===== src/rtl/vga_timing_gen_pkg.sv =====
// Shared definitions for the VGA raster stage.
// Holds the default 640x480@60 Hz timing (100 MHz system clock, 25 MHz pixel rate) and the derived
// line/frame totals. It also holds the sync polarity, the counter width, the 12-bit colour type and
// a small window-decode helper.
package vga_timing_gen_pkg;

  localparam int unsigned CLK_DIV = 4;

  localparam int unsigned H_VIS   = 640;
  localparam int unsigned H_FP    = 16;
  localparam int unsigned H_SYNC  = 96;
  localparam int unsigned H_BP    = 48;
  localparam int unsigned H_TOTAL = H_VIS + H_FP + H_SYNC + H_BP;  // 800

  localparam int unsigned V_VIS   = 480;
  localparam int unsigned V_FP    = 10;
  localparam int unsigned V_SYNC  = 2;
  localparam int unsigned V_BP    = 33;
  localparam int unsigned V_TOTAL = V_VIS + V_FP + V_SYNC + V_BP;  // 525

  localparam int unsigned CNT_W = 10;

  // Both syncs are active low.
  localparam logic SYNC_ACTIVE = 1'b0;

  // {R[3:0], G[3:0], B[3:0]}
  typedef logic [11:0] colour_t;

  // Inclusive window test on a raster counter.
  function automatic logic in_window(input logic [CNT_W-1:0] cnt, input logic [CNT_W-1:0] lo,
                                     input logic [CNT_W-1:0] hi);
    return (cnt >= lo) && (cnt <= hi);
  endfunction

endpackage


===== src/rtl/vga_pixel_counter.sv =====
// Pixel-rate divider plus horizontal/vertical raster counters.
// Ports:
//   CLK        system clock
//   RESET      asynchronous active-low reset
//   pix_tick_o one-CLK strobe per pixel (last CLK of each divider period)
//   hcount_o   horizontal position 0..H_TOTAL-1, advances on pix_tick_o
//   vcount_o   vertical position 0..V_TOTAL-1, advances when hcount_o wraps
module vga_pixel_counter #(
  parameter int unsigned CLK_DIV = vga_timing_gen_pkg::CLK_DIV,
  parameter int unsigned H_TOTAL = vga_timing_gen_pkg::H_TOTAL,
  parameter int unsigned V_TOTAL = vga_timing_gen_pkg::V_TOTAL
) (
  input  logic                                 CLK,
  input  logic                                 RESET,
  output logic                                 pix_tick_o,
  output logic [vga_timing_gen_pkg::CNT_W-1:0] hcount_o,
  output logic [vga_timing_gen_pkg::CNT_W-1:0] vcount_o
);
  import vga_timing_gen_pkg::*;

  localparam int unsigned DivW = (CLK_DIV > 1) ? $clog2(CLK_DIV) : 1;
  localparam logic [DivW-1:0]  DivLast = DivW'(CLK_DIV - 1);
  localparam logic [CNT_W-1:0] HLast   = CNT_W'(H_TOTAL - 1);
  localparam logic [CNT_W-1:0] VLast   = CNT_W'(V_TOTAL - 1);

  logic [DivW-1:0]  div_q, div_d;
  logic [CNT_W-1:0] hcount_q, hcount_d;
  logic [CNT_W-1:0] vcount_q, vcount_d;
  logic             tick;

  always_comb begin
    tick     = (div_q == DivLast);
    div_d    = tick ? '0 : div_q + 1'b1;
    hcount_d = hcount_q;
    vcount_d = vcount_q;
    if (tick) begin
      hcount_d = (hcount_q == HLast) ? '0 : hcount_q + 1'b1;
      if (hcount_q == HLast) begin
        vcount_d = (vcount_q == VLast) ? '0 : vcount_q + 1'b1;
      end
    end
  end

  always_ff @(posedge CLK or negedge RESET) begin
    if (!RESET) begin
      div_q    <= '0;
      hcount_q <= '0;
      vcount_q <= '0;
    end else begin
      div_q    <= div_d;
      hcount_q <= hcount_d;
      vcount_q <= vcount_d;
    end
  end

  assign pix_tick_o = tick;
  assign hcount_o   = hcount_q;
  assign vcount_o   = vcount_q;

endmodule


===== src/rtl/vga_timing_gen.sv =====
// VGA raster timing generator: 640x480@60 Hz from a 100 MHz clock by default.
// Publishes the pixel address to the colour generator, takes its colour back one CLK later and
// drives blanked colour plus HS/VS, all describing the same pixel.
// Ports:
//   CLK         system clock
//   RESET       asynchronous active-low reset
//   COLOUR_IN   {R,G,B} for the current ADDRH/ADDRV, valid 1 CLK after the address changes
//   ADDRH       visible X coordinate (0 outside the visible area)
//   ADDRV       visible Y coordinate (0 outside the visible area)
//   COLOUR_OUT  registered pixel colour, 0 when blanked
//   HS, VS      horizontal / vertical sync, active low
//   PIX_TICK    one-CLK strobe per pixel
//   FRAME_START one-CLK pulse on the tick that moves the counters to (0,0), and on the first tick
//               after reset
module vga_timing_gen #(
  parameter int unsigned CLK_DIV = vga_timing_gen_pkg::CLK_DIV,
  parameter int unsigned H_VIS   = vga_timing_gen_pkg::H_VIS,
  parameter int unsigned H_FP    = vga_timing_gen_pkg::H_FP,
  parameter int unsigned H_SYNC  = vga_timing_gen_pkg::H_SYNC,
  parameter int unsigned H_BP    = vga_timing_gen_pkg::H_BP,
  parameter int unsigned V_VIS   = vga_timing_gen_pkg::V_VIS,
  parameter int unsigned V_FP    = vga_timing_gen_pkg::V_FP,
  parameter int unsigned V_SYNC  = vga_timing_gen_pkg::V_SYNC,
  parameter int unsigned V_BP    = vga_timing_gen_pkg::V_BP
) (
  input  logic        CLK,
  input  logic        RESET,
  input  logic [11:0] COLOUR_IN,
  output logic [9:0]  ADDRH,
  output logic [8:0]  ADDRV,
  output logic [11:0] COLOUR_OUT,
  output logic        HS,
  output logic        VS,
  output logic        PIX_TICK,
  output logic        FRAME_START
);
  import vga_timing_gen_pkg::*;

  localparam int unsigned HTotal = H_VIS + H_FP + H_SYNC + H_BP;
  localparam int unsigned VTotal = V_VIS + V_FP + V_SYNC + V_BP;

  localparam logic [CNT_W-1:0] HVis    = CNT_W'(H_VIS);
  localparam logic [CNT_W-1:0] HSyncLo = CNT_W'(H_VIS + H_FP);
  localparam logic [CNT_W-1:0] HSyncHi = CNT_W'(H_VIS + H_FP + H_SYNC - 1);
  localparam logic [CNT_W-1:0] HLast   = CNT_W'(HTotal - 1);
  localparam logic [CNT_W-1:0] VVis    = CNT_W'(V_VIS);
  localparam logic [CNT_W-1:0] VSyncLo = CNT_W'(V_VIS + V_FP);
  localparam logic [CNT_W-1:0] VSyncHi = CNT_W'(V_VIS + V_FP + V_SYNC - 1);
  localparam logic [CNT_W-1:0] VLast   = CNT_W'(VTotal - 1);

  logic             pix_tick;
  logic [CNT_W-1:0] hcount;
  logic [CNT_W-1:0] vcount;

  vga_pixel_counter #(
    .CLK_DIV (CLK_DIV),
    .H_TOTAL (HTotal),
    .V_TOTAL (VTotal)
  ) u_pixel_counter (
    .CLK        (CLK),
    .RESET      (RESET),
    .pix_tick_o (pix_tick),
    .hcount_o   (hcount),
    .vcount_o   (vcount)
  );

  logic hs_raw, vs_raw, de;

  always_comb begin
    hs_raw = in_window(hcount, HSyncLo, HSyncHi) ? SYNC_ACTIVE : ~SYNC_ACTIVE;
    vs_raw = in_window(vcount, VSyncLo, VSyncHi) ? SYNC_ACTIVE : ~SYNC_ACTIVE;
    de     = (hcount < HVis) && (vcount < VVis);
  end

  // The address registers capture the counters on the tick, so they trail the counters by one
  // pixel. The *_dly stage holds the raw decode of the pixel whose address is currently presented.
  // By the next tick, COLOUR_IN for that address has settled and the colour and syncs leave together.
  logic [9:0] addrh_q, addrh_d;
  logic [8:0] addrv_q, addrv_d;
  logic       hs_dly_q, hs_dly_d, vs_dly_q, vs_dly_d, de_dly_q, de_dly_d;
  logic       hs_q, hs_d, vs_q, vs_d;
  colour_t    colour_q, colour_d;
  logic       first_q, first_d;

  always_comb begin
    addrh_d  = addrh_q;
    addrv_d  = addrv_q;
    hs_dly_d = hs_dly_q;
    vs_dly_d = vs_dly_q;
    de_dly_d = de_dly_q;
    hs_d     = hs_q;
    vs_d     = vs_q;
    colour_d = colour_q;
    first_d  = first_q;
    if (pix_tick) begin
      addrh_d  = (hcount < HVis) ? hcount : '0;
      addrv_d  = (vcount < VVis) ? vcount[8:0] : '0;
      hs_dly_d = hs_raw;
      vs_dly_d = vs_raw;
      de_dly_d = de;
      hs_d     = hs_dly_q;
      vs_d     = vs_dly_q;
      colour_d = de_dly_q ? colour_t'(COLOUR_IN) : '0;
      first_d  = 1'b0;
    end
  end

  // Sync stages reset inactive so a restart never emits a partial pulse.
  always_ff @(posedge CLK or negedge RESET) begin
    if (!RESET) begin
      addrh_q  <= '0;
      addrv_q  <= '0;
      hs_dly_q <= ~SYNC_ACTIVE;
      vs_dly_q <= ~SYNC_ACTIVE;
      de_dly_q <= 1'b0;
      hs_q     <= ~SYNC_ACTIVE;
      vs_q     <= ~SYNC_ACTIVE;
      colour_q <= '0;
      first_q  <= 1'b1;
    end else begin
      addrh_q  <= addrh_d;
      addrv_q  <= addrv_d;
      hs_dly_q <= hs_dly_d;
      vs_dly_q <= vs_dly_d;
      de_dly_q <= de_dly_d;
      hs_q     <= hs_d;
      vs_q     <= vs_d;
      colour_q <= colour_d;
      first_q  <= first_d;
    end
  end

  assign ADDRH       = addrh_q;
  assign ADDRV       = addrv_q;
  assign COLOUR_OUT  = colour_q;
  assign HS          = hs_q;
  assign VS          = vs_q;
  assign PIX_TICK    = pix_tick;
  assign FRAME_START = pix_tick && (first_q || ((hcount == HLast) && (vcount == VLast)));

endmodule


===== config.mk =====
export PLATFORM = sky130hd
export DESIGN_NAME = vga_timing_gen
export DESIGN_NICKNAME = d
export VERILOG_FILES = /design/src/rtl/vga_timing_gen_pkg.sv /design/src/rtl/vga_pixel_counter.sv /design/src/rtl/vga_timing_gen.sv
export SDC_FILE = /design/constraint.sdc
export NUM_CORES = 1
export LEC_CHECK = 0
export ABC_AREA = 0
export BUFFER_PORTS_ARGS = -buffer_cell sky130_fd_sc_hd__buf_2
export CAP_MARGIN = 10
export CORE_MARGIN = 1.5
export CORE_UTILIZATION = 50
export DETAILED_ROUTE_END_ITERATION = 12
export PLACE_DENSITY = 0.84
export SLEW_MARGIN = 10
export SYNTH_ARGS = -nofsm -noshare
export SYNTH_HDL_FRONTEND = slang
export SYNTH_HIERARCHICAL = 1
export SYNTH_SLANG_ARGS = --single-unit

===== constraint.sdc =====
create_clock -name CLK -period 3.05 [get_ports CLK]
set_input_delay 0.915 -clock CLK [delete_from_list [all_inputs] [get_ports CLK]]
set_output_delay 0.915 -clock CLK [all_outputs]
set_load 0.005 [all_outputs]

==> qor.txt, run 1 <==
placed cell count - 364
Netlist cell types - 46
WHS Endpoint - u_pixel_counter/div_q[0]$_DFF_PN0_
Mapped Nets - 273
Hold Fails Final Rpt - 0
H-tree levels - 3
area delta synth->final - 19.6%
Row Count - 26
detailed placer's ending HPWL - 3.86 mm
Via Count - 2,084
FF/Latch Area - 0.00148 mm2
largest family of logic cells by synthesized area - simple AND/OR/NAND/NOR gates
Starting Density - 0.520
leakage - 1.45 nW
CP endpoint kind - primary output
final-report setup violation count - 0
Critical Path Fanout Max - 3
Flop pwr share - 0.486
antenna violations before repair - 0
maxcap violations - 0
Post-CTS Hold Buffers - 0
post_cts resized - 0
GR Overflow Total - 0
worst reg2reg setup slack - 0.68 ns
CTS root buffer - clkbuf_8
Rel. slew slack - 0.535
fin. max-slew vios - 0
Psw - 0.327 mW
post-synthesis register bit count - 59
hold depth - 1
Req. time, crit path - 2.13 ns
Comb power frac - 0.024
Die Y - 76.1 um
vias in the first global route - 2,017
die width - 76.1 um
reg2reg path depth - 6
status - completed
fill count - 442
crit path from - u_pixel_counter/div_q[0]$_DFF_PN0_
area fraction in compound gates after synthesis - 0.140
ys flop type - dfrtp_1
drt via density - 5.48
Worst-path clk slew - 0.07 ns
Tightest Pin Transition - 0.697 ns
TritonCTS Buffers - 9
P per Cell Area - 512 mW/mm2
Fin Setup TNS - 0 ns
largest net degree at the start of global routing - 60
Die Area - 0.00580 mm2
Mapped Cells - 255
TritonCTS clock tree - built
post-synthesis mux area share - 0.0164
# DRC - 0
diode count - 0
unrepaired setup endpoints after global routing - false
post-CTS setup buffers - 0
clock latency on the worst-skew pair - 0.33 ns
GRT Total Usage - 0.215
Hold Crit Start - u_pixel_counter/div_q[0]$_DFF_PN0_
worst setup path category - reg -> out
most common cell after layout, fill and taps aside - dfrtp_1
worst vdd ir - 0.000300 V
synthesized-area fraction occupied by adder cells - 0.0187
final worst-path cycle share - 0.907
R2R Path Start - u_pixel_counter/div_q[0]$_DFF_PN0_
final std cells w/o fill - 380
max frequency - 361 MHz
Multi-input gate area - 0.00107 mm2
Synth warnings - 6
GP Congestion - 0.891
Nets - 323
total power - 1.64 mW
Pint - 1.31 mW
ratio of cells with drive above 1 in the final layout - 0.261
Core Region - 0.00514 mm2
Final min period - 2.77 ns
# port buffers - 48
antenna-violating nets left - 0
sw frac - 0.200
mean post-synth cell area - 10.5 um2
Syn Std Cell Area - 0.00267 mm2
Clock Tree Buf Depth - 2
r2r endpoint - u_pixel_counter/vcount_o[4]$_DFFE_PN0P_
Critical Path Source Type - flop
XOR/XNOR Fraction of Synth Area - 0.0262
DRT iter0 DRCs - 142
Detailed Routing Iterations Pass 1 - 4
first-pass GRT wire length - 9.67 mm
commonest cells after routing, fill and taps aside - dfrtp_1, buf_2, nand2_1, nand3_1, inv_1
register area share after synthesis - 0.555
async set-reset flop share out of synthesis - 1.00
CP Data Arrival Time - 1.85 ns
WL final - 5.70 mm
clock skew - 0.00535 ns
Simple-Gate Fraction of Synth Area - 0.196
Hold Path Class - reg -> reg
routed len/inst - 15.0 um
Ports - 49
number of synthesized flops with an enable pin - 0
Clock Power Share - 0.490
CTS Sinks - 59
routing by layer:
metal	global-route usage	share of wire
met1	0.287	0.46
met5	0	0
met4	0.117	0.021
met2	0.325	0.46
met3	0.0515	0.055
metrics by stage:
step | area, um2 | util | setup WS, ns | hold slack (ns)
2_1_floorplan | 2670 | - | 0.808 | 0.403
3_3_place_gp | 2970 | 0.578 | 0.666 | 0.417
3_5_place_dp | 2970 | 0.578 | 0.625 | 0.425
4_1_cts | 3200 | 0.622 | 0.243 | 0.434
5_1_grt | 3200 | 0.622 | 0.162 | 0.447
6_report | 3200 | 0.622 | 0.283 | 0.433
state kept, by name, summed over array words and instances, names as in the netlist:
name	cells
de_dly_q	1
u_pixel_counter/hcount_o	10
first_q	1
COLOUR_OUT	12
u_pixel_counter/vcount_o	10
HS	1
hs_dly_q	1
u_pixel_counter/div_q	2
ADDRH	10
VS	1
ADDRV	9
vs_dly_q	1
worst max-delay path, stage by stage, from the launching register on:
cell	delay, ns
dfrtp_1	0.35
ha_2	0.18
nand2_1	0.09
or3_1	0.38
o41ai_2	0.35
buf_2	0.16
synth_stat cells, types with 2 or more instances:
master	count	area, um2
dfrtp_1	54	1350
nand2_1	22	82.6
nand3_1	21	105
inv_1	18	67.6
o21ai_0	17	85.1
nor2_1	13	48.8
nand4_1	11	68.8
o2bb2ai_1	10	87.6
a22o_1	7	61.3
buf_2	6	30.0
o21ai_1	6	30.0
xnor2_1	6	52.6
a21oi_1	5	25.0
clkbuf_1	5	18.8
dfstp_2	5	131
ha_1	4	50.1
nor3_1	4	20.0
and4_1	3	26.3
nor4_1	3	18.8
and2_1	2	12.5
and3_1	2	12.5
mux2_1	2	22.5
nand2b_1	2	12.5
nand3b_1	2	15.0
o211ai_1	2	15.0
o31ai_1	2	15.0
xor2_1	2	17.5
kinds of logic (layout without fill, tap and decap cells):
logic type,Yosys count,after routing
AOI/OAI and AO/OA,55,55
xor gates and xnor gates,8,8
adders and majority gates,4,4
buffers and inverters,31,86
DFF,59,59
muxes,4,4
and+or+nand+nor,94,94
worst max path at each step:
stage	to	slack, ns	cells past startpoint
after floorplan	FRAME_START	0.81	4
after global placement	FRAME_START	0.67	5
after detailed placement	FRAME_START	0.62	5
after CTS	FRAME_START	0.24	5
after global routing	FRAME_START	0.16	5
final	FRAME_START	0.28	5
power groups by stage:
stage	clock network [mW]	registers [mW]	logic, mW
floorplan	0	0.810	0.00545
global placement	0	0.808	0.0392
detailed placement	0	0.809	0.0405
CTS	0.820	0.795	0.0407
global route	0.848	0.795	0.0455
finish	0.802	0.795	0.0389
area by class of cell:
cell class,count,area share
clock buffers,12,0.0485
clock inverters,4,0.0227
inverters,19,0.0223
multi-input cells,165,0.333
flip-flops and latches,59,0.464
well taps,70,0.0274
repair buffers,51,0.0822
Power figures use the tool's default switching activity.
==> run 2, diff against run 1 <==
- CORE_MARGIN: 1.5 -> 2
- CORE_UTILIZATION: 50 -> 55
- PLACE_DENSITY: 0.84 -> 0.9
- clock period: 3.05 -> 3.1 ns (I/O delays scaled with it)
==> qor.txt, run 2 (synthesis gave the netlist of run 1 again) <==
final std cells w/o fill - 363 (-4.5%)
total power - 1.71 mW (+4.7%)
most common cell after layout, fill and taps aside - dfrtp_1
Starting Density - 0.570 (+0.0497)
first-pass GRT wire length - 9.61 mm (-0.57%)
Nets - 322 (-0.31%)
placed cell count - 347 (-4.7%)
Die Y - 73.7 um (-3.2%)
worst vdd ir - 0.000312 V (+4.0%)
P per Cell Area - 535 mW/mm2 (+4.5%)
clock latency on the worst-skew pair - 0.34 ns (about the same)
area delta synth->final - 19.8%
H-tree levels - 3 (unchanged)
Final WS setup - 0.286 ns (+0.00254 ns)
Die Area - 0.00544 mm2 (-6.2%)
Clock Tree Buf Depth - 2 (unchanged)
DRT iter0 DRCs - 256 (+80%)
final-report setup violation count - 0 (unchanged)
Psw - 0.321 mW (-1.8%)
final worst-path cycle share - 0.908
Post-CTS Hold Buffers - 0 (unchanged)
Ports - 49 (unchanged)
Comb power frac - 0.023 (about the same)
largest net degree at the start of global routing - 60 (unchanged)
TritonCTS clock tree - built
sw frac - 0.188 (-0.0123)
Final min period - 2.81 ns
CP endpoint kind - primary output
Critical Path Source Type - flop
CTS root buffer - clkbuf_8
worst setup path category - reg -> out
vias in the first global route - 2,013 (-0.20%)
diode count - 0 (unchanged)
Design Area, Final - 0.00320 mm2 (+0.16%)
post_cts resized - 0 (unchanged)
DP Area - 0.00294 mm2 (-0.93%)
die width - 73.7 um (-3.2%)
status - completed
clock skew - 0.00714 ns (+0.00179 ns)
maxcap violations - 0 (unchanged)
Flop pwr share - 0.457 (-0.029)
Req. time, crit path - 2.17 ns (+0.04 ns)
CP Data Arrival Time - 1.88 ns (+0.03 ns)
Rel. slew slack - 0.521 (-0.0137)
max frequency - 355 MHz
r2r endpoint - u_pixel_counter/vcount_o[9]$_DFFE_PN0P_
Hold Fails Final Rpt - 0 (unchanged)
drt via density - 5.96 (+8.7%)
reg2reg path depth - 6 (unchanged)
WL final - 6.19 mm (+8.6%)
Worst-path clk slew - 0.06 ns (about the same)
Clock Power Share - 0.521 (+0.031)
commonest cells after routing, fill and taps aside - dfrtp_1, buf_2, nand2_1, nand3_1, inv_1
TritonCTS Buffers - 9 (unchanged)
GP Congestion - 0.880 (-1.2%)
leakage - 1.46 nW (+1.0%)
antenna violations before repair - 0 (unchanged)
GR Overflow Total - 0 (unchanged)
Pint - 1.39 mW (+6.3%)
CTS Sinks - 59 (unchanged)
R2R Path Start - u_pixel_counter/div_q[0]$_DFF_PN0_
ratio of cells with drive above 1 in the final layout - 0.262 (+0.000846)
GRT Total Usage - 0.239 (+0.0241)
crit path from - u_pixel_counter/div_q[0]$_DFF_PN0_
Critical Path End - FRAME_START
Detailed Routing Iterations Pass 1 - 4 (unchanged)
Place WS - 0.641 ns (+0.0165 ns)
Row Count - 25 (-3.8%)
final core occ - 0.683 (+0.0605)
Via Count - 2,163 (+3.8%)
Fin Setup TNS - 0 ns (unchanged)
Critical Path Fanout Max - 3 (unchanged)
unrepaired setup endpoints after global routing - false
fill count - 349 (-21%)
post-CTS setup buffers - 0 (unchanged)
# port buffers - 48 (unchanged)
Tightest Pin Transition - 0.718 ns (+0.0206 ns)
detailed placer's ending HPWL - 3.98 mm (+2.9%)
worst reg2reg setup slack - 0.64 ns (-0.04 ns)
Hold Path Class - reg -> reg
max reg flops - 12 (unchanged)
routed len/inst - 17.0 um (+14%)
Core Region - 0.00469 mm2 (-8.7%)
# DRC - 0 (unchanged)
fin. max-slew vios - 0 (unchanged)
hold slack - 0.437 ns (+0.00408 ns)
antenna-violating nets left - 0 (unchanged)
-- run 2: how the worst min path moves through the flow --
stage,from,endpoint,slack [ns],cells past startpoint
after CTS,u_pixel_counter/div_q[0]$_DFF_PN0_,u_pixel_counter/div_q[0]$_DFF_PN0_,0.44,1
after detailed placement,u_pixel_counter/div_q[0]$_DFF_PN0_,u_pixel_counter/div_q[0]$_DFF_PN0_,0.43,1
final,u_pixel_counter/div_q[0]$_DFF_PN0_,u_pixel_counter/div_q[0]$_DFF_PN0_,0.44,1
after global routing,u_pixel_counter/div_q[0]$_DFF_PN0_,u_pixel_counter/div_q[0]$_DFF_PN0_,0.45,1
after floorplan,u_pixel_counter/div_q[0]$_DFF_PN0_,u_pixel_counter/div_q[0]$_DFF_PN0_,0.40,1
after global placement,u_pixel_counter/div_q[0]$_DFF_PN0_,u_pixel_counter/div_q[0]$_DFF_PN0_,0.42,1
-- run 2: area by class of cell --
class,instances,area [um2],share of cell area
flip-flops and latches,59,1480,0.463
clock buffers,12,165,0.0516
inverters,19,71.3,0.0223
multi-input cells,165,1070,0.333
clock inverters,4,95.1,0.0297
well taps,54,67.6,0.0211
repair buffers,50,255,0.0797
-- run 2: routing by layer --
metal,up-vias,routed length (um),global-route usage
met5,-,0,0
met4,0,176,0.127
met3,22,440,0.0521
met2,97,2990,0.383
met1,1031,2570,0.302
li1,1013,-,-
-- run 2: power by group through the flow --
| stage | registers, mW | logic [mW] | clock network, mW |
|---|---|---|---|
| floorplan | 0.797 | 0.00536 | 0 |
| global placement | 0.795 | 0.0386 | 0 |
| detailed placement | 0.796 | 0.0402 | 0 |
| CTS | 0.782 | 0.0403 | 0.907 |
| global route | 0.782 | 0.0456 | 0.933 |
| finish | 0.782 | 0.0387 | 0.891 |
-- run 2: worst max-delay path, stage by stage, from the launching register on --
cell and delay [ns]:
dfrtp_1 0.36, ha_2 0.18, nand2_1 0.09, or3_1 0.38, o41ai_2 0.37, buf_2 0.17
==> run 3, diff against run 2 <==
- ABC_CLOCK_PERIOD_IN_PS: unset -> 3100
- REMOVE_ABC_BUFFERS: unset -> 1
- SETUP_SLACK_MARGIN: unset -> 0.5
==> qor.txt, run 3 (synthesis gave the netlist of run 1 again) <==
worst vdd ir - 0.000279 V (-10%)
CTS root buffer - clkbuf_8
Starting Density - 0.570 (unchanged)
Die Area - 0.00544 mm2 (unchanged)
crit-path cells - ha_4 -> nand2_4 -> or3_4 -> o41ai_4 -> buf_2
vias in the first global route - 2,006 (-0.35%)
area delta synth->final - 24.2%
fill count - 324 (-7.2%)
routed len/inst - 16.3 um (-4.6%)
Flop pwr share - 0.487 (+0.030)
H-tree levels - 3 (unchanged)
Post-CTS Hold Buffers - 0 (unchanged)
# DRC - 0 (unchanged)
DRT iter0 DRCs - 302 (+18%)
R2R Path Start - u_pixel_counter/div_q[0]$_DFF_PN0_
fin. max-slew vios - 0 (unchanged)
P per Cell Area - 484 mW/mm2 (-9.5%)
Comb power frac - 0.024 (about the same)
Critical Path Source Type - flop
CP endpoint kind - primary output
most common cell after layout, fill and taps aside - buf_2
clock skew - 0.00721 ns (+0.0000729 ns)
antenna violations before repair - 0 (unchanged)
worst reg2reg setup slack - 0.72 ns (+0.08 ns)
Ports - 49 (unchanged)
Row Count - 25 (unchanged)
Detailed Routing Iterations Pass 1 - 4 (unchanged)
final worst-path cycle share - 0.870 (-0.0376)
FF/Latch Area - 0.00150 mm2 (+0.84%)
Final min period - 2.70 ns (-0.117 ns)
max frequency - 371 MHz (+4.3%)
CP max stage cell - dfrtp_1
ratio of cells with drive above 1 in the final layout - 0.329 (+0.0671)
Psw - 0.320 mW (-0.47%)
leakage - 1.56 nW (+6.8%)
Via Count - 2,247 (+3.9%)
Hold Path Class - reg -> reg
max incr delay on CP - 0.38 ns (about the same)
TritonCTS clock tree - built
Hold Fails Final Rpt - 0 (unchanged)
Clock Power Share - 0.490 (-0.031)
r2r endpoint - u_pixel_counter/vcount_o[5]$_DFFE_PN0P_
WL final - 6.11 mm (-1.2%)
Nets - 335 (+4.0%)
reg2reg path depth - 8 (+2)
worst setup path category - reg -> out
Rel. slew slack - 0.523 (+0.00144)
GP Congestion - 0.883 (+0.25%)
hold depth - 1 (unchanged)
Req. time, crit path - 2.17 ns (about the same)
GR Overflow Total - 0 (unchanged)
antenna-violating nets left - 0 (unchanged)
CTS Sinks - 59 (unchanged)
Core Region - 0.00469 mm2 (unchanged)
Hold Crit Start - u_pixel_counter/div_q[0]$_DFF_PN0_
sw frac - 0.199 (+0.0113)
Die Y - 73.7 um (unchanged)
TritonCTS Buffers - 9 (unchanged)
unrepaired setup endpoints after global routing - true
placed cell count - 348 (+0.29%)
first-pass GRT wire length - 9.66 mm (+0.51%)
diode count - 0 (unchanged)
commonest cells after routing, fill and taps aside - buf_2, dfrtp_1, nand2_1, nand3_1, inv_1
final-report setup violation count - 0 (unchanged)
Critical Path Fanout Max - 3 (unchanged)
clock latency on the worst-skew pair - 0.33 ns (about the same)
Place WS - 0.633 ns (-0.00783 ns)
die width - 73.7 um (unchanged)
Pint - 1.29 mW (-7.4%)
final std cells w/o fill - 376 (+3.6%)
Clock Tree Buf Depth - 2 (unchanged)
detailed placer's ending HPWL - 3.77 mm (-5.2%)
GRT Total Usage - 0.237 (-0.00213)
Final WS setup - 0.403 ns (+0.117 ns)
WHS Endpoint - u_pixel_counter/div_q[0]$_DFF_PN0_
drt via density - 5.98 (+0.29%)
Multi-input gate area - 0.00110 mm2 (+3.5%)
Tightest Pin Transition - 0.716 ns (-0.00217 ns)
max reg flops - 12 (unchanged)
CP Data Arrival Time - 1.77 ns (-0.11 ns)
maxcap violations - 0 (unchanged)
status - completed
# port buffers - 48 (unchanged)
Worst-path clk slew - 0.06 ns (about the same)
largest net degree at the start of global routing - 60 (unchanged)
## run 3: power by group through the flow
stage,combinational (mW),sequential (mW),clock (mW)
after floorplan,0.00536,0.797,0
after global placement,0.0382,0.795,0
after detailed placement,0.0393,0.796,0
after CTS,0.0394,0.782,0.801
after global routing,0.0452,0.782,0.833
final,0.0382,0.782,0.787
## run 3: metal layers
layer  vias to the layer above  GRT usage  part of all wire
met5                         -          0                 0
met4                         0      0.123             0.020
met3                        16     0.0535             0.075
met2                       109      0.355              0.47
met1                      1084      0.322              0.44
li1                       1038          -                 -
## run 3: cell type report
cell class,instances,area share
multi-input cells,165,0.332
clock buffers,12,0.0467
inverters,19,0.0215
repair buffers,63,0.107
clock inverters,4,0.0218
flip-flops and latches,59,0.450
well taps,54,0.0203
## run 3: stage by stage
| step | instance area (um2) | hold WS, ns | TNS, ns | utilization | power [mW] |
|---|---|---|---|---|---|
| floorplan | 2620 | 0.403 | -0.142 | - | 0.803 |
| global placement | 2950 | 0.417 | 0 | 0.629 | 0.834 |
| detailed placement | 2950 | 0.429 | 0 | 0.629 | 0.835 |
| CTS | 3210 | 0.439 | 0 | 0.685 | 1.62 |
| global route | 3320 | 0.499 | 0 | 0.708 | 1.66 |
| finish | 3320 | 0.479 | 0 | 0.708 | 1.61 |
## run 3: what timing repair did
item | 4_1_cts | 5_1_grt
setup buffers | 2 | 10
endpoints found under the setup margin | 1 | 1
resized for setup | 6 | 11
pin swaps | 1 | 3
endpoints found under the hold margin | 0 | 0
## run 3: worst max path at each step
| stage | from | end | slack, ns | depth (start not counted) |
|---|---|---|---|---|
| 4_1_cts | u_pixel_counter/vcount_o[6]$_DFFE_PN0P_ | FRAME_START | 0.34 | 3 |
| 5_1_grt | u_pixel_counter/div_q[0]$_DFF_PN0_ | FRAME_START | 0.31 | 5 |
| 2_1_floorplan | u_pixel_counter/div_q[0]$_DFF_PN0_ | FRAME_START | -0.14 | 4 |
| 3_3_place_gp | u_pixel_counter/div_q[0]$_DFF_PN0_ | FRAME_START | 0.68 | 5 |
| 6_report | u_pixel_counter/div_q[0]$_DFF_PN0_ | FRAME_START | 0.40 | 5 |
| 3_5_place_dp | u_pixel_counter/div_q[0]$_DFF_PN0_ | FRAME_START | 0.63 | 5 |
## run 3: critical path, delay by kind of cell, from the launching register on
family	cells	cell delay, ns
fa+ha+maj	1	0.16
compound gates	1	0.34
flops	1	0.38
buf+inv	1	0.16
simple gates	2	0.39
